### src/rtl/mem_stage_pkg.sv
// Shared definitions for the LoongArch memory stage: EX->MS bus field offsets,
// load-op encodings and the MEM stage state encoding.
package mem_stage_pkg;

  localparam int ALU_LSB          = 32;
  localparam int DEST_LSB         = 64;
  localparam int GR_WE_BIT        = 69;
  localparam int RES_FROM_CSR_BIT = 70;
  localparam int EXCP_BIT         = 71;
  localparam int ERTN_BIT         = 167;
  localparam int RES_FROM_MEM_BIT = 168;
  localparam int LOAD_OP_LSB      = 169;
  localparam int MEM_REQ_BIT      = 172;

  typedef enum logic [2:0] {
    LD_W  = 3'b000,
    LD_B  = 3'b001,
    LD_H  = 3'b010,
    LD_BU = 3'b101,
    LD_HU = 3'b110
  } load_op_e;

  typedef enum logic [1:0] {
    MS_EMPTY = 2'd0,
    MS_WAIT  = 2'd1,
    MS_HOLD  = 2'd2
  } ms_state_e;

endpackage

### src/rtl/mem_stage_load_ext.sv
// Load data extractor: selects the addressed byte/halfword of a loaded word and
// sign- or zero-extends it; unknown load ops fall back to a full-word load.
module mem_load_ext
  import mem_stage_pkg::*;
(
  input  logic [2:0]  load_op,
  input  logic [1:0]  off,
  input  logic [31:0] src,
  output logic [31:0] result
);

  logic [7:0]  byte_sel;
  logic [15:0] half_sel;

  assign byte_sel = 8'(src >> {off, 3'b000});
  assign half_sel = 16'(src >> {off[1], 4'b0000});

  always_comb begin
    case (load_op_e'(load_op))
      LD_B:    result = {{24{byte_sel[7]}}, byte_sel};
      LD_BU:   result = {24'h0, byte_sel};
      LD_H:    result = {{16{half_sel[15]}}, half_sel};
      LD_HU:   result = {16'h0, half_sel};
      default: result = src;
    endcase
  end

endmodule

### src/rtl/mem_stage.sv
// LoongArch MEM stage: waits for the data-SRAM response of loads/stores issued in
// EX, extends load data, forwards results to ID and hands the bus to WB.
module mem_stage
  import mem_stage_pkg::*;
#(
  parameter int ES_TO_MS_BUS_WD = 173,
  parameter int MS_TO_WS_BUS_WD = 168,
  parameter int MS_FORWARD_WD   = 41
) (
  input  logic                       clk,
  input  logic                       resetn,
  output logic                       ms_allowin,
  input  logic                       es_to_ms_valid,
  input  logic [ES_TO_MS_BUS_WD-1:0] es_to_ms_bus,
  input  logic                       ws_allowin,
  output logic                       ms_to_ws_valid,
  output logic [MS_TO_WS_BUS_WD-1:0] ms_to_ws_bus,
  input  logic                       data_sram_data_ok,
  input  logic [31:0]                data_sram_rdata,
  output logic [MS_FORWARD_WD-1:0]   ms_forward,
  output logic                       ms_ex,
  input  logic                       excp_flush,
  input  logic                       ertn_flush
);

  ms_state_e                  state_q, state_d;
  logic                       cancel_q, cancel_d;
  logic [31:0]                rdata_buf_q, rdata_buf_d;
  logic [ES_TO_MS_BUS_WD-1:0] bus_q, bus_d;

  logic        ms_valid, in_wait, flush, own_ok, ms_ready_go, accept;
  logic [31:0] alu_result, load_result, final_result;
  logic        res_from_mem;

  assign ms_valid = (state_q != MS_EMPTY);
  assign in_wait  = (state_q == MS_WAIT);
  assign flush    = excp_flush | ertn_flush;
  // A strobe seen while cancel is set belongs to a flushed load, not to us.
  assign own_ok   = data_sram_data_ok & ~cancel_q;

  assign ms_ready_go    = (state_q == MS_HOLD) | (in_wait & own_ok);
  assign ms_allowin     = ~ms_valid | (ms_ready_go & ws_allowin);
  assign ms_to_ws_valid = ms_valid & ms_ready_go & ~flush;
  assign accept         = es_to_ms_valid & ms_allowin & ~flush;

  assign alu_result   = bus_q[ALU_LSB +: 32];
  assign res_from_mem = bus_q[RES_FROM_MEM_BIT];

  mem_load_ext u_load_ext (
    .load_op (bus_q[LOAD_OP_LSB +: 3]),
    .off     (alu_result[1:0]),
    .src     (in_wait ? data_sram_rdata : rdata_buf_q),
    .result  (load_result)
  );

  assign final_result = res_from_mem ? load_result : alu_result;

  assign ms_to_ws_bus = {bus_q[MS_TO_WS_BUS_WD-1:DEST_LSB], final_result, bus_q[31:0]};
  assign ms_ex        = ms_valid & (bus_q[EXCP_BIT] | bus_q[ERTN_BIT]);

  assign ms_forward = {
    ms_valid & (bus_q[RES_FROM_CSR_BIT] | bus_q[EXCP_BIT] | bus_q[ERTN_BIT]),
    ms_valid & res_from_mem & ~ms_ready_go,
    final_result,
    bus_q[DEST_LSB +: 5],
    ms_valid & bus_q[GR_WE_BIT],
    ms_valid
  };

  always_comb begin
    // NOTE: every always_comb target gets a default first so no path infers a latch.
    state_d     = state_q;
    cancel_d    = cancel_q;
    bus_d       = bus_q;
    rdata_buf_d = own_ok ? data_sram_rdata : rdata_buf_q;

    if (cancel_q && data_sram_data_ok) cancel_d = 1'b0;

    if (flush) begin
      state_d = MS_EMPTY;
      if (in_wait && !own_ok) cancel_d = 1'b1;
    end else if (accept) begin
      bus_d = es_to_ms_bus;
      // A response can only belong to the incoming op if nothing is waiting here.
      if (!es_to_ms_bus[MEM_REQ_BIT] || (own_ok && !in_wait)) state_d = MS_HOLD;
      else                                                   state_d = MS_WAIT;
    end else if (ms_to_ws_valid && ws_allowin) begin
      state_d = MS_EMPTY;
    end else if (in_wait && own_ok) begin
      state_d = MS_HOLD;
    end
  end

  // NOTE: sequential state uses non-blocking assignments; the data buffer and
  // payload are reset too so the forward/bus outputs read zero out of reset.
  always_ff @(posedge clk or negedge resetn) begin
    if (!resetn) begin
      state_q     <= MS_EMPTY;
      cancel_q    <= 1'b0;
      rdata_buf_q <= '0;
      bus_q       <= '0;
    end else begin
      state_q     <= state_d;
      cancel_q    <= cancel_d;
      rdata_buf_q <= rdata_buf_d;
      bus_q       <= bus_d;
    end
  end

endmodule

### config.mk
export PLATFORM = sky130hd
export DESIGN_NAME = mem_stage
export DESIGN_NICKNAME = d
export VERILOG_FILES = /design/src/rtl/mem_stage_pkg.sv /design/src/rtl/mem_stage_load_ext.sv /design/src/rtl/mem_stage.sv
export SDC_FILE = /design/constraint.sdc
export NUM_CORES = 1
export LEC_CHECK = 0
export CORE_ASPECT_RATIO = 0.9
export CORE_MARGIN = 5
export CORE_UTILIZATION = 44
export CTS_CLUSTER_SIZE = 20
export DETAILED_ROUTE_END_ITERATION = 16
export PLACE_DENSITY = 0.79
export SLEW_MARGIN = 25
export SYNTH_ARGS = -nofsm -noshare
export SYNTH_HDL_FRONTEND = slang
export SYNTH_SLANG_ARGS = --single-unit
export TNS_END_PERCENT = 100
### constraint.sdc
create_clock -name clk -period 2.8 [get_ports clk]
set_input_delay 0.56 -clock clk [delete_from_list [all_inputs] [get_ports clk]]
set_output_delay 0.56 -clock clk [all_outputs]
set_load 0.1 [all_outputs]
==> results.md, run 1 <==
- The number of buffers and inverters on the critical path is 3.
- Hold repair after CTS inserted 0 buffers.
- For the final database, setup skew stands at 9.233 ps.
- For this run, global-route usage on met3 was measured as 0.05778.
- Synthesis inferred 207 register bits.
- The floorplan step defined a core boundary enclosing 24120 µm².
- The synthesized net count is 1158.
- The worst-margin pin slew is 864.5 ps.
- The number of clock sinks seen by CTS is 207.
- The clock passes through at most 3 buffers.
- The layer flagged by global routing as most heavily used is met2.
- In the final design database the tool counted 1460 nets.
- The global-route congestion overflow total is 0.
- The total placed cells including tap cells is 1517.
- The weighted congestion at the end of routability-driven global placement is 0.8718.
- STA puts the critical path data required time at 2240 ps.
- The starting density of the core is 0.4445.
- The kind of cell with the highest combined delay along the critical path is multiplexers.
- The die covers 27600 µm².
- OpenSTA, run right after detailed placement, puts the worst setup slack at -393.2 ps.
- The share of cells above drive strength 1 is 0.4581.
- The checks that failed: setup timing.
- The leakage power total is 7.147 nW.
- In the global route stage, overall resource usage came out at 0.2396.
- The most common cell type on the critical path is buf_12.
- After synthesis the cells add up to 10720 µm².
- Setup violations remaining at the end of the flow were counted as 64.
- The clock slew seen by the registers of the worst setup and hold paths is 60 ps.
- The flow ran to the end, but the final reports show violations.
- The largest driver fanout on the critical path is 9.
- For this run, design rule violations remaining after detail routing come to 0.
- The clock insertion delay at the later pin of the skew report is 520 ps.
- The TritonCTS clock tree is built.
- The worst setup path is captured at a primary output.
- The sum of internal, switching and leakage power is 19.22 mW.
- The violation count after the first detailed-route iteration is 575.
- Of the available clock period, the critical path in the final layout requires 1.184.
- The critical path crosses 8 cells after its start point.
- The number of global-route vias before repair was 8589.
- Max-cap violations in this run came to 0.
- The total half-perimeter wirelength after legalization and detailed placement is 27220 µm.
- The final max-slew violation count came to 0.
- Data arrives at the worst endpoint at 2760 ps.
- The die is 174.6 µm wide.
- The total number of vias is 8149.
- The wire length of the first global-routing pass is 51520 µm.
- The fraction of the core area covered by cells at the end of the flow is 0.6707.
- During I/O placement, the number of pins put on the boundary was 424.
- The number of standard cells in the layout, taps in and fillers out is 1573.
- From synthesis to final layout, the design area changed by 50.87%.
- The number of antenna violations at the first check in global routing is 2.
- Dividing the detail-routed via count by the number of cells gives 5.181.
- The die span in y is 158.1 µm.
- The number of hold violations in the final report is 0.
- In the final timing run, aggregate negative setup slack is -30050 ps.
- The worst slack on hold paths is 24.10 ps.
- For this run, global-route usage on met1 was measured as 0.2818.
- The worst setup path is of the flip-flop to primary output kind.
- IR analysis of the VDD net gives a maximum drop of 0.0007766 V.
- The synthesized area divided by synthesized cell count is 11.36 µm².
- For the finished layout, the period the worst path requires is 3316 ps.
- In this run the worst hold path is classified as primary input to asynchronous set/reset pin.
- The cell sitting at the root of the clock tree is a clkbuf_16.
- After routing the design area is 16180 µm².
- The detailed-router iteration count before antenna repair is 5.
- The global-route met2 utilization is 0.4327.
- The sort of element at the start of the critical path is a flip-flop.
- The number of nets still failing antenna checks after routing is 0.
- The number of distinct library cells after synthesis is 37.
- The slowest stage cell on the critical path is mux4_2.
- The pin count of the biggest net entering global routing is 71.
- The detailed-route wire length is 34590 µm.
- Based on the critical path, the design can be clocked at up to 0.3015 GHz.
- For this run, the slowest stage of the critical path takes 550 ps.
- The placed instances occupy a cell area of 15020 µm².
- The number of standard cells after synthesis is 944.
- The critical path goes through buf_4 > nand2b_4 > buf_12 > mux4_2 > nor2_2 > o21bai_1 > a32o_4 > buf_12.
- Measured in cells, the most critical reg-to-reg path has a length of 8.
- The count of buffers inserted at the top-level ports is 423.
- The count of synthesis-stage warnings from yosys is 0.
- The deepest level of the CTS H-tree is 1.
- The share of the yosys chip area belonging to registers is 0.4831.
- After floorplanning, the core was divided into 54 placement rows.
- The CTS buffer count is 24.
- The setup check on the worst reg-to-reg path leaves a slack of 770 ps.
- Setup repair after global routing could not meet its margin everywhere.
- The worst pin sits at a relative slew slack of 0.4230.
- The total power per unit cell area is 1188 nW/µm².
- In the post-route analysis, the smallest setup slack over all paths is -516.4 ps.
- The routed length per placed instance is 21.99 µm.
[cells in the mapped netlist (all sizes together)]
cell type | number | area, µm²
nand2b | 20 | 125.1
dfrtp | 207 | 5180
nor2 | 35 | 131.4
a311oi | 1 | 26.28
o221ai | 1 | 8.760
o21a | 2 | 22.52
mux2i | 26 | 260.3
a21oi | 38 | 193.9
mux4 | 9 | 206.5
and2 | 2 | 12.51
ha | 2 | 25.02
a2bb2oi | 1 | 8.760
nor3 | 1 | 5.000
o21bai | 6 | 45.04
nand3 | 1 | 5.000
or2 | 8 | 50.05
a31oi | 9 | 56.30
o22ai | 23 | 143.9
a21o | 2 | 15.01
nand2 | 112 | 420.4
nor2b | 11 | 71.32
o21ai | 7 | 35.03
inv | 13 | 48.79
o211ai | 3 | 22.52
clkbuf | 14 | 52.55
a32o | 7 | 70.07
mux2 | 178 | 2004
buf | 205 | 1476
[power by group]
group	total, mW	switching [mW]	leakage (nW)	internal (mW)
sequential	3.94	0.367	2.47	3.58
combinational	12.0	8.47	4.27	3.57
clock	3.23	1.25	0.409	1.98
total	19.2	10.1	7.15	9.13
[per-layer routing]
metal	routed length, µm	share of wire
met1	12790	0.37
met2	18140	0.52
met3	2394	0.069
met4	1257	0.036
met5	11	0.00032
[state kept, by name, summed over array words and instances, names as in the netlist]
register and flops:
bus_q 172, rdata_buf_q 32, cancel_q 1, state_q 2
[final cells by class]
class                   count  area, µm²
well taps                 308      385.4
inverters                  13      48.80
repair buffers            495       5230
clock buffers              36      725.7
fillers                  1738       7943
diodes                      1      2.502
multi-input cells         505       4498
clock inverters             8      107.6
flip-flops and latches    207       5180
[repair_timing]
item                       4_1_cts  5_1_grt
setup endpoints to repair       64       64
gates resized for setup         29       12
buffers inserted                 7        3
pin swaps                        9        4
gates cloned                     1        0
[worst paths after layout]
| kind | endpoint | from |
|---|---|---|
| setup / recovery | ms_forward[11] | state_q[1]$_DFFE_PN0P_ |
| hold / removal | rdata_buf_q[10]$_DFFE_PN0P_ | resetn |
| setup reg to reg | bus_q[14]$_DFFE_PN0P_ | state_q[0]$_DFFE_PN0P_ |
| hold reg to reg | rdata_buf_q[18]$_DFFE_PN0P_ | rdata_buf_q[18]$_DFFE_PN0P_ |
| max in group asynchronous | bus_q[164]$_DFFE_PN0P_ | resetn |
| min in group clk | rdata_buf_q[18]$_DFFE_PN0P_ | rdata_buf_q[18]$_DFFE_PN0P_ |
[cells in the final DEF, fill, tap and decap left out, drive strengths merged, types with 3 or more instances in the layout]
| master | n |
|---|---|
| a21oi | 38 |
| a31oi | 9 |
| a32o | 7 |
| buf | 285 |
| clkbuf | 36 |
| clkdlybuf4s50 | 210 |
| clkinv | 5 |
| dfrtp | 207 |
| inv | 13 |
| mux2 | 178 |
| mux2i | 26 |
| mux4 | 9 |
| nand2 | 112 |
| nand2b | 20 |
| nor2 | 35 |
| nor2b | 11 |
| o211ai | 3 |
| o21ai | 7 |
| o21bai | 6 |
| o22ai | 23 |
| or2 | 8 |
[worst reg2reg max path, cell delays in order (launching register included)]
cell       delay (ps)
dfrtp_1           380
buf_4             160
inv_1             120
a21oi_1            60
a2bb2oi_1         170
nor2_4            190
buf_12            190
buf_4             290
mux2_2            370
[logic make-up after synthesis]
kind of cell    synth area share
fa+ha+maj               0.002333
buf+inv                   0.1471
mux                       0.2305
compound gates           0.06044
flops                     0.4831
simple gates             0.07655
(Power assumes the default switching activity.)
==> inputs of run 2 (changes only) <==
CTS_BUF_LIST = sky130_fd_sc_hd__clkbuf_16   (was not set)
==> results.md, run 2 (same netlist as run 1, synthesis figures left out) <==
- The final reports fail on setup timing.
- The global-route congestion overflow total came to 0 (unchanged).
- The number of global-route vias before repair is 8583 (-0.070%).
- The total number of vias is 8127 (-0.27%).
- The all-layer global routing usage was 0.2397 (about the same).
- The number of hold violations in the final report is 0 (unchanged).
- The area growth from synthesis to layout is 50.06%.
- The arrival time of the worst setup path was 2760 ps (about the same).
- The total power per unit cell area is 1179 nW/µm² (-0.73%).
- The final setup violation count is 64 (unchanged).
- The slowest stage cell on the critical path is dfrtp_1.
- Setup repair after global routing could not meet its margin everywhere.
- The detailed-route wire length came to 34510 µm (-0.24%).
- The aggregate negative setup slack is -30170 ps (-122.1 ps).
- The per-cell via count in the routed design is 5.170 (-0.21%).
- The fraction of power consumed by the clock network is 0.158 (-0.010).
- The number of antenna violations at the first check in global routing is 3 (+1).
- The sort of element at the start of the critical path is a flip-flop.
- The setup skew after layout is 7.504 ps (-1.729 ps).
- The number of nets still failing antenna checks after routing is 0 (unchanged).
- The worst slack on hold paths is 15.88 ps (-8.227 ps).
- The count of buffers inserted at the top-level ports is 423 (unchanged).
- The wire length of the first global-routing pass is 51560 µm (about the same).
- The peak supply drop came to 0.0007487 V (-3.6%).
- The clock slew seen by the registers of the worst setup and hold paths is 60 ps (about the same).
- The minimum clock period after layout is 3320 ps (+3.777 ps).
- The routed length per placed instance is 21.95 µm (-0.17%).
- The total internal power is 8.890 mW (-2.6%).
- The nature of the critical path endpoint is a primary output.
- The violation count after the first detailed-route iteration is 687 (+19%).
- The top-level I/O count is 424 (unchanged).
- The setup slack after layout is -520.1 ps (-3.777 ps).
- The largest registers in the layout are bus_q: 172 flops, rdata_buf_q: 32 flops, state_q: 2 flops.
- The leakage power total was 7.113 nW (-0.47%).
- The number of max-cap violations is 0 (unchanged).
- The starting density of the core is 0.4445 (unchanged).
- The top register by number of flip-flops is bus_q.
- The number of flip-flops under the largest register name was 172 (unchanged).
- The switching power of the nets came to 10.09 mW (about the same).
- The worst setup path is of the flip-flop to primary output kind.
- The area of the core was 24120 µm² (unchanged).
- The detailed-router iteration count before antenna repair is 5 (unchanged).
- The cell sitting at the root of the clock tree is a clkbuf_16.
- The post-placement worst setup slack was -393.2 ps (unchanged).
- The worst max-slew margin expressed relative to the limit is 0.4240 (+0.0009270).
- The share of total power consumed by net switching is 0.5315 (+0.006458).
- The number of clock sinks seen by CTS is 207 (unchanged).
- The weighted congestion at the end of routability-driven global placement is 0.8718 (unchanged).
- Walking the worst path, the cells encountered are buf_4 > nand2b_4 > buf_6 > mux2i_1 > or2_2 > a31oi_1 > a32o_4 > buf_12.
- The class of the worst hold path is primary input to asynchronous set/reset pin.
- The share of cells above drive strength 1 is 0.4513 (-0.006763).
- The ratio of final minimum period to clock period came to 1.186 (+0.001349).
- Leaving out fill and tap cells, the most frequent cells in the layout are clkdlybuf4s50_1, dfrtp_1, buf_4.
- The die span in y is 158.1 µm (unchanged).
- The die span in x is 174.6 µm (unchanged).
- The flow ran to the end, but the final reports show violations.
- The number of standard cells in the layout, taps in and fillers out was 1572 (-0.064%).
- The floorplan die area is 27600 µm² (unchanged).
- The TritonCTS clock tree is built.
- The sequential power share is 0.208 (+0.003).
- The largest driver fanout on the critical path came to 12 (+3).
- The final max-slew violation count is 0 (unchanged).
- The CTS buffer count is 24 (unchanged).
- The critical path's largest stage delay is 400 ps (-150 ps).
- The deepest level of the CTS H-tree was 1 (unchanged).
- The number of buffers added to fix hold violations after cts is 0 (unchanged).
- The clock insertion delay at the later pin of the skew report is 520 ps (about the same).
- The worst-margin pin slew is 863.1 ps (-1.389 ps).
- The total half-perimeter wirelength after legalization and detailed placement is 27220 µm (unchanged).
- The final net count was 1459 (-0.068%).
- The library cell used most frequently in the layout, excluding fill and tap cells, is clkdlybuf4s50_1.
- The required time of the critical path is 2240 ps (about the same).
- The proportion of power drawn by combinational gates is 0.635 (+0.008).
- The total placed cells including tap cells is 1517 (unchanged).
- The number of buffers on the longest clock path is 3 (unchanged).
- The maximum clock frequency is 0.3012 GHz (-0.11%).
- The post-detailed-route DRC marker count is 0 (unchanged).
- The placement row count is 54 (unchanged).
- The pin count of the biggest net entering global routing is 71 (unchanged).
[run 2: cell types whose count changed in the layout (fill, tap and decap cells not counted)]
cell	delta
clkbuf_8	-8
clkbuf_1	-4
buf_4	-1
inv_1	+4
clkinv_1	+8
[run 2: metrics by stage]
stage	utilization	total power, mW	area (µm²)
global placement	0.6229	15.76	15020
floorplan	-	13.42	11310
finish	0.6671	18.98	16090
detailed placement	0.6229	15.90	15020
global route	0.6670	19.51	16090
CTS	0.6643	19.06	16020
[run 2: worst max-delay path: cells and delay by family, from the launching register on]
family                 cells  cell delay (ps)
DFF                        1              400
muxes                      1              170
and+or+nand+nor            2              530
AOI/OAI and AO/OA          2              600
buffers and inverters      3              550
[run 2: repair_timing]
| action | 4_1_cts | 5_1_grt |
|---|---|---|
| setup buffers | 7 | 2 |
| setup endpoints to repair | 64 | 64 |
| hold endpoints to repair | 0 | 0 |
| pin swaps | 9 | 6 |
| gates cloned | 1 | 0 |
| resized for setup | 29 | 12 |
[run 2: power by group through the flow]
stage / clock network, mW / logic, mW / registers [mW]
6_report: 2.99 / 12.0 / 3.94
3_3_place_gp: 0 / 11.8 / 3.95
5_1_grt: 3.19 / 12.3 / 4.01
3_5_place_dp: 0 / 11.9 / 3.98
2_1_floorplan: 0 / 9.56 / 3.85
4_1_cts: 3.06 / 12.1 / 3.94
[run 2: layer usage]
| metal | vias to the layer above | track usage | share of wire |
|---|---|---|---|
| li1 | 3655 | - | - |
| met1 | 4040 | 0.2821 | 0.37 |
| met2 | 362 | 0.4308 | 0.52 |
| met3 | 68 | 0.05731 | 0.069 |
| met4 | 2 | 0.08788 | 0.038 |
| met5 | - | 0 | 0.00032 |
[run 2: layout make-up]
cell class	instances	area, µm²
antenna	1	2.502
clock buffer	24	600.6
clock inverter	20	152.6
fill	1742	8030
inverter	13	48.80
multi-input combinational	505	4498
sequential	207	5180
tap	308	385.4
timing repair buffer	494	5223
[run 2: worst paths after layout]
| check | startpoint | to | slack (ps) | cells after the start |
|---|---|---|---|---|
| max | state_q[1]$_DFFE_PN0P_ | ms_to_ws_bus[36] | -520 | 8 |
| min | resetn | rdata_buf_q[10]$_DFFE_PN0P_ | 20 | 1 |
| max reg2reg | state_q[0]$_DFFE_PN0P_ | bus_q[14]$_DFFE_PN0P_ | 760 | 8 |
| min reg2reg | rdata_buf_q[18]$_DFFE_PN0P_ | rdata_buf_q[18]$_DFFE_PN0P_ | 480 | 2 |
| max in group asynchronous | resetn | bus_q[164]$_DFFE_PN0P_ | 2060 | 2 |
| min in group clk | rdata_buf_q[18]$_DFFE_PN0P_ | rdata_buf_q[18]$_DFFE_PN0P_ | 480 | 2 |
==> inputs of run 3 (changes only) <==
CORE_ASPECT_RATIO = 2   (was 0.9)
==> results.md, run 3 (same netlist as run 1, synthesis figures left out) <==
- The register with the most flip-flops in the final layout is bus_q.
- The largest driver fanout on the critical path came to 6 (-6).
- The violation count after the first detailed-route iteration is 446 (-35%).
- In the layout the commonest cells are clkdlybuf4s50_1, dfrtp_1, buf_4.
- Tracing the worst setup path back leads to its startpoint at state_q[1]$_DFFE_PN0P_.
- Setup repair after global routing could not meet its margin everywhere.
- The minimum clock period after layout came to 3323 ps (+2.817 ps).
- The setup slack after layout was -523.0 ps (-2.817 ps).
- The share of cells above drive strength 1 is 0.4409 (-0.01044).
- The slowest stage cell on the critical path is mux4_2.
- The cell family contributing the most delay on the critical path is compound AO/OA/AOI/OAI gates.
- The number of hold violations in the final report came to 0 (unchanged).
- The worst-margin pin slew was 672.2 ps (-190.9 ps).
- The count of buffers inserted at the top-level ports is 423 (unchanged).
- The floorplan die area is 27780 µm² (+0.67%).
- In the final layout, the registers with the most flip-flops are bus_q: 172 flops, rdata_buf_q: 32 flops, state_q: 2 flops.
- The starting density of the core is 0.4427 (-0.001860).
- The top-level I/O count is 424 (unchanged).
- The path depth of the worst reg2reg path is 8 (unchanged).
- In this run the worst hold path is classified as primary input to asynchronous set/reset pin.
- The wire length of the first global-routing pass is 51760 µm (+0.37%).
- The deepest level of the CTS H-tree is 1 (unchanged).
- The number of buffers added to fix hold violations after cts is 0 (unchanged).
- The area of the multi-input gates is 4414 µm² (-1.9%).
- The pin count of the biggest net entering global routing is 72 (+1.4%).
- The leakage power total came to 6.997 nW (-1.6%).
- The register-to-register setup slack was 750 ps (about the same).
- The post-synthesis to final-layout area growth is 47.35%.
- The worst max-slew margin expressed relative to the limit is 0.5502 (+0.1263).
- The detailed-router iteration count before antenna repair is 4 (-1).
- STA classifies the critical path endpoint as a primary output.
- Traced cell by cell, the critical path runs through nor2b_4 > buf_6 > mux4_2 > o21a_4 > a311oi_4 > buf_6 > a21oi_2 > buf_12.
- The total power per unit cell area is 1172 nW/µm² (-0.62%).
- The total of fill cells in the finished design was 1743 (+0.057%).
- The weighted congestion at the end of routability-driven global placement is 0.8709 (-0.10%).
- The all-layer global routing usage is 0.2396 (about the same).
- The placement row count was 81 (+50%).
- The total half-perimeter wirelength after legalization and detailed placement came to 25800 µm (-5.2%).
- The number of flip-flops under the largest register name is 172 (unchanged).
- The detailed-route wire length is 33880 µm (-1.8%).
- The setup skew after layout is 8.936 ps (+1.432 ps).
- The checks that failed: setup timing.
- The number of global-route vias before repair is 8961 (+4.4%).
- The global-route congestion overflow total is 0 (unchanged).
- The maximum clock frequency is 0.3009 GHz (about the same).
- TritonCTS built the clock tree.
- In this run the clock root is driven by a clkbuf_16.
- The critical path's largest stage delay came to 510 ps (+110 ps).
- The fraction of the core area covered by cells at the end of the flow is 0.6523 (-0.01478).
- The worst register-to-register path begins at state_q[0]$_DFFE_PN0P_.
- The arrival time of the worst setup path is 2760 ps (about the same).
- The number of antenna diodes is 0 (-1).
- The sort of element at the start of the critical path is a flip-flop.
- The leading cell type in the layout, fill and taps excluded is clkdlybuf4s50_1.
- The total placed instance area was 14970 µm² (-0.39%).
- The clock slew seen by the registers of the worst setup and hold paths was 60 ps (about the same).
- The final net count is 1443 (-1.1%).
- The sum of internal, switching and leakage power is 18.52 mW (-2.4%).
- The number of antenna violations at the first check in global routing is 4 (+1).
- The area of the core is 24220 µm² (+0.42%).
- The most common cell type on the critical path is buf_6.
- The number of clock sinks seen by CTS is 207 (unchanged).
- The CTS buffer count is 21 (-13%).
- The per-cell via count in the routed design is 5.307 (+2.7%).
- The area of all sequential standard cells is 5180 µm² (unchanged).
- The die span in x came to 120.4 µm (-31%).
- The number of max-cap violations came to 0 (unchanged).
- The finished layout cell area is 15800 µm² (-1.8%).
- The peak supply drop is 0.0009438 V (+26%).
- The total number of vias came to 8136 (+0.11%).
- The routed length per placed instance is 22.10 µm (+0.68%).
- The final setup violation count came to 64 (unchanged).
- The number of gates on the worst path with buffers counted is 8 (unchanged).
- The final max-slew violation count is 0 (unchanged).
- The critical path in this run is classified as flip-flop to primary output.
- The number of buffers and inverters on the critical path is 3 (unchanged).
- The ratio of final minimum period to clock period is 1.187 (about the same).
- The required time of the critical path came to 2240 ps (about the same).
- The number of buffers on the longest clock path is 3 (unchanged).
- The capture point of the worst reg-to-reg path is bus_q[86]$_DFFE_PN0P_.
- The flow ran to the end, but the final reports show violations.
- The post-detailed-route DRC marker count is 0 (unchanged).
- The number of nets still failing antenna checks after routing is 0 (unchanged).
- The die span in y was 230.8 µm (+46%).
- The clock insertion delay at the later pin of the skew report is 500 ps (-20 ps).
==> run 3: report_power, final <==
group          leakage, nW  switching [mW]  internal (mW)
clock                0.326            1.18           1.46
sequential            2.47           0.385           3.58
combinational         4.20            8.41           3.50
==> run 3: per-layer routing <==
| metal | routed length (µm) | vias up | share of wire | GRT usage |
|---|---|---|---|---|
| met5 | 49 | - | 0.0014 | 0 |
| met4 | 875 | 8 | 0.026 | 0.07270 |
| met3 | 3597 | 60 | 0.11 | 0.08335 |
| met2 | 17580 | 436 | 0.52 | 0.4276 |
| met1 | 11770 | 4007 | 0.35 | 0.2658 |
| li1 | - | 3625 | - | - |
==> run 3: what timing repair did <==
item,CTS,global route
pin swaps,23,5
cloned,2,0
setup buffers,1,2
endpoints found under the setup margin,64,64
resized for setup,24,4
==> run 3: worst reg2reg max path, delay by kind of cell, from the launching register on <==
family	cells	cell delay, ps
and+or+nand+nor	1	240
DFF	1	380
buffers and inverters	4	720
AOI/OAI and AO/OA	2	230
muxes	1	370
==> run 3: worst max path at each step <==
stage                             endpoint  slack (ps)
after floorplan           ms_to_ws_bus[40]        -590
after global placement    ms_to_ws_bus[46]        -400
after detailed placement  ms_to_ws_bus[46]        -450
after global routing      ms_to_ws_bus[42]        -580
after CTS                   ms_forward[20]        -530
final                       ms_forward[17]        -520
==> run 3: cell type report <==
cell class,count,share of cell area
clock inverter,16,0.006731
multi-input combinational,505,0.2794
clock buffer,21,0.03326
inverter,13,0.003088
timing repair buffer,481,0.3267
sequential,207,0.3278
tap,290,0.02296
==> run 3: per-stage QoR <==
step | TNS, ps | cells | worst slack [ps] | hold slack (ps)
final | -29130 | 1533 | -523.0 | 53.94
after detailed placement | -16630 | 1491 | -445.1 | 462.6
after floorplan | -10900 | 944 | -587.9 | 264.4
after global placement | -14830 | 1491 | -397.4 | 457.1
after global routing | -33850 | 1533 | -584.3 | 100.2
after CTS | -29930 | 1531 | -531.3 | 73.91
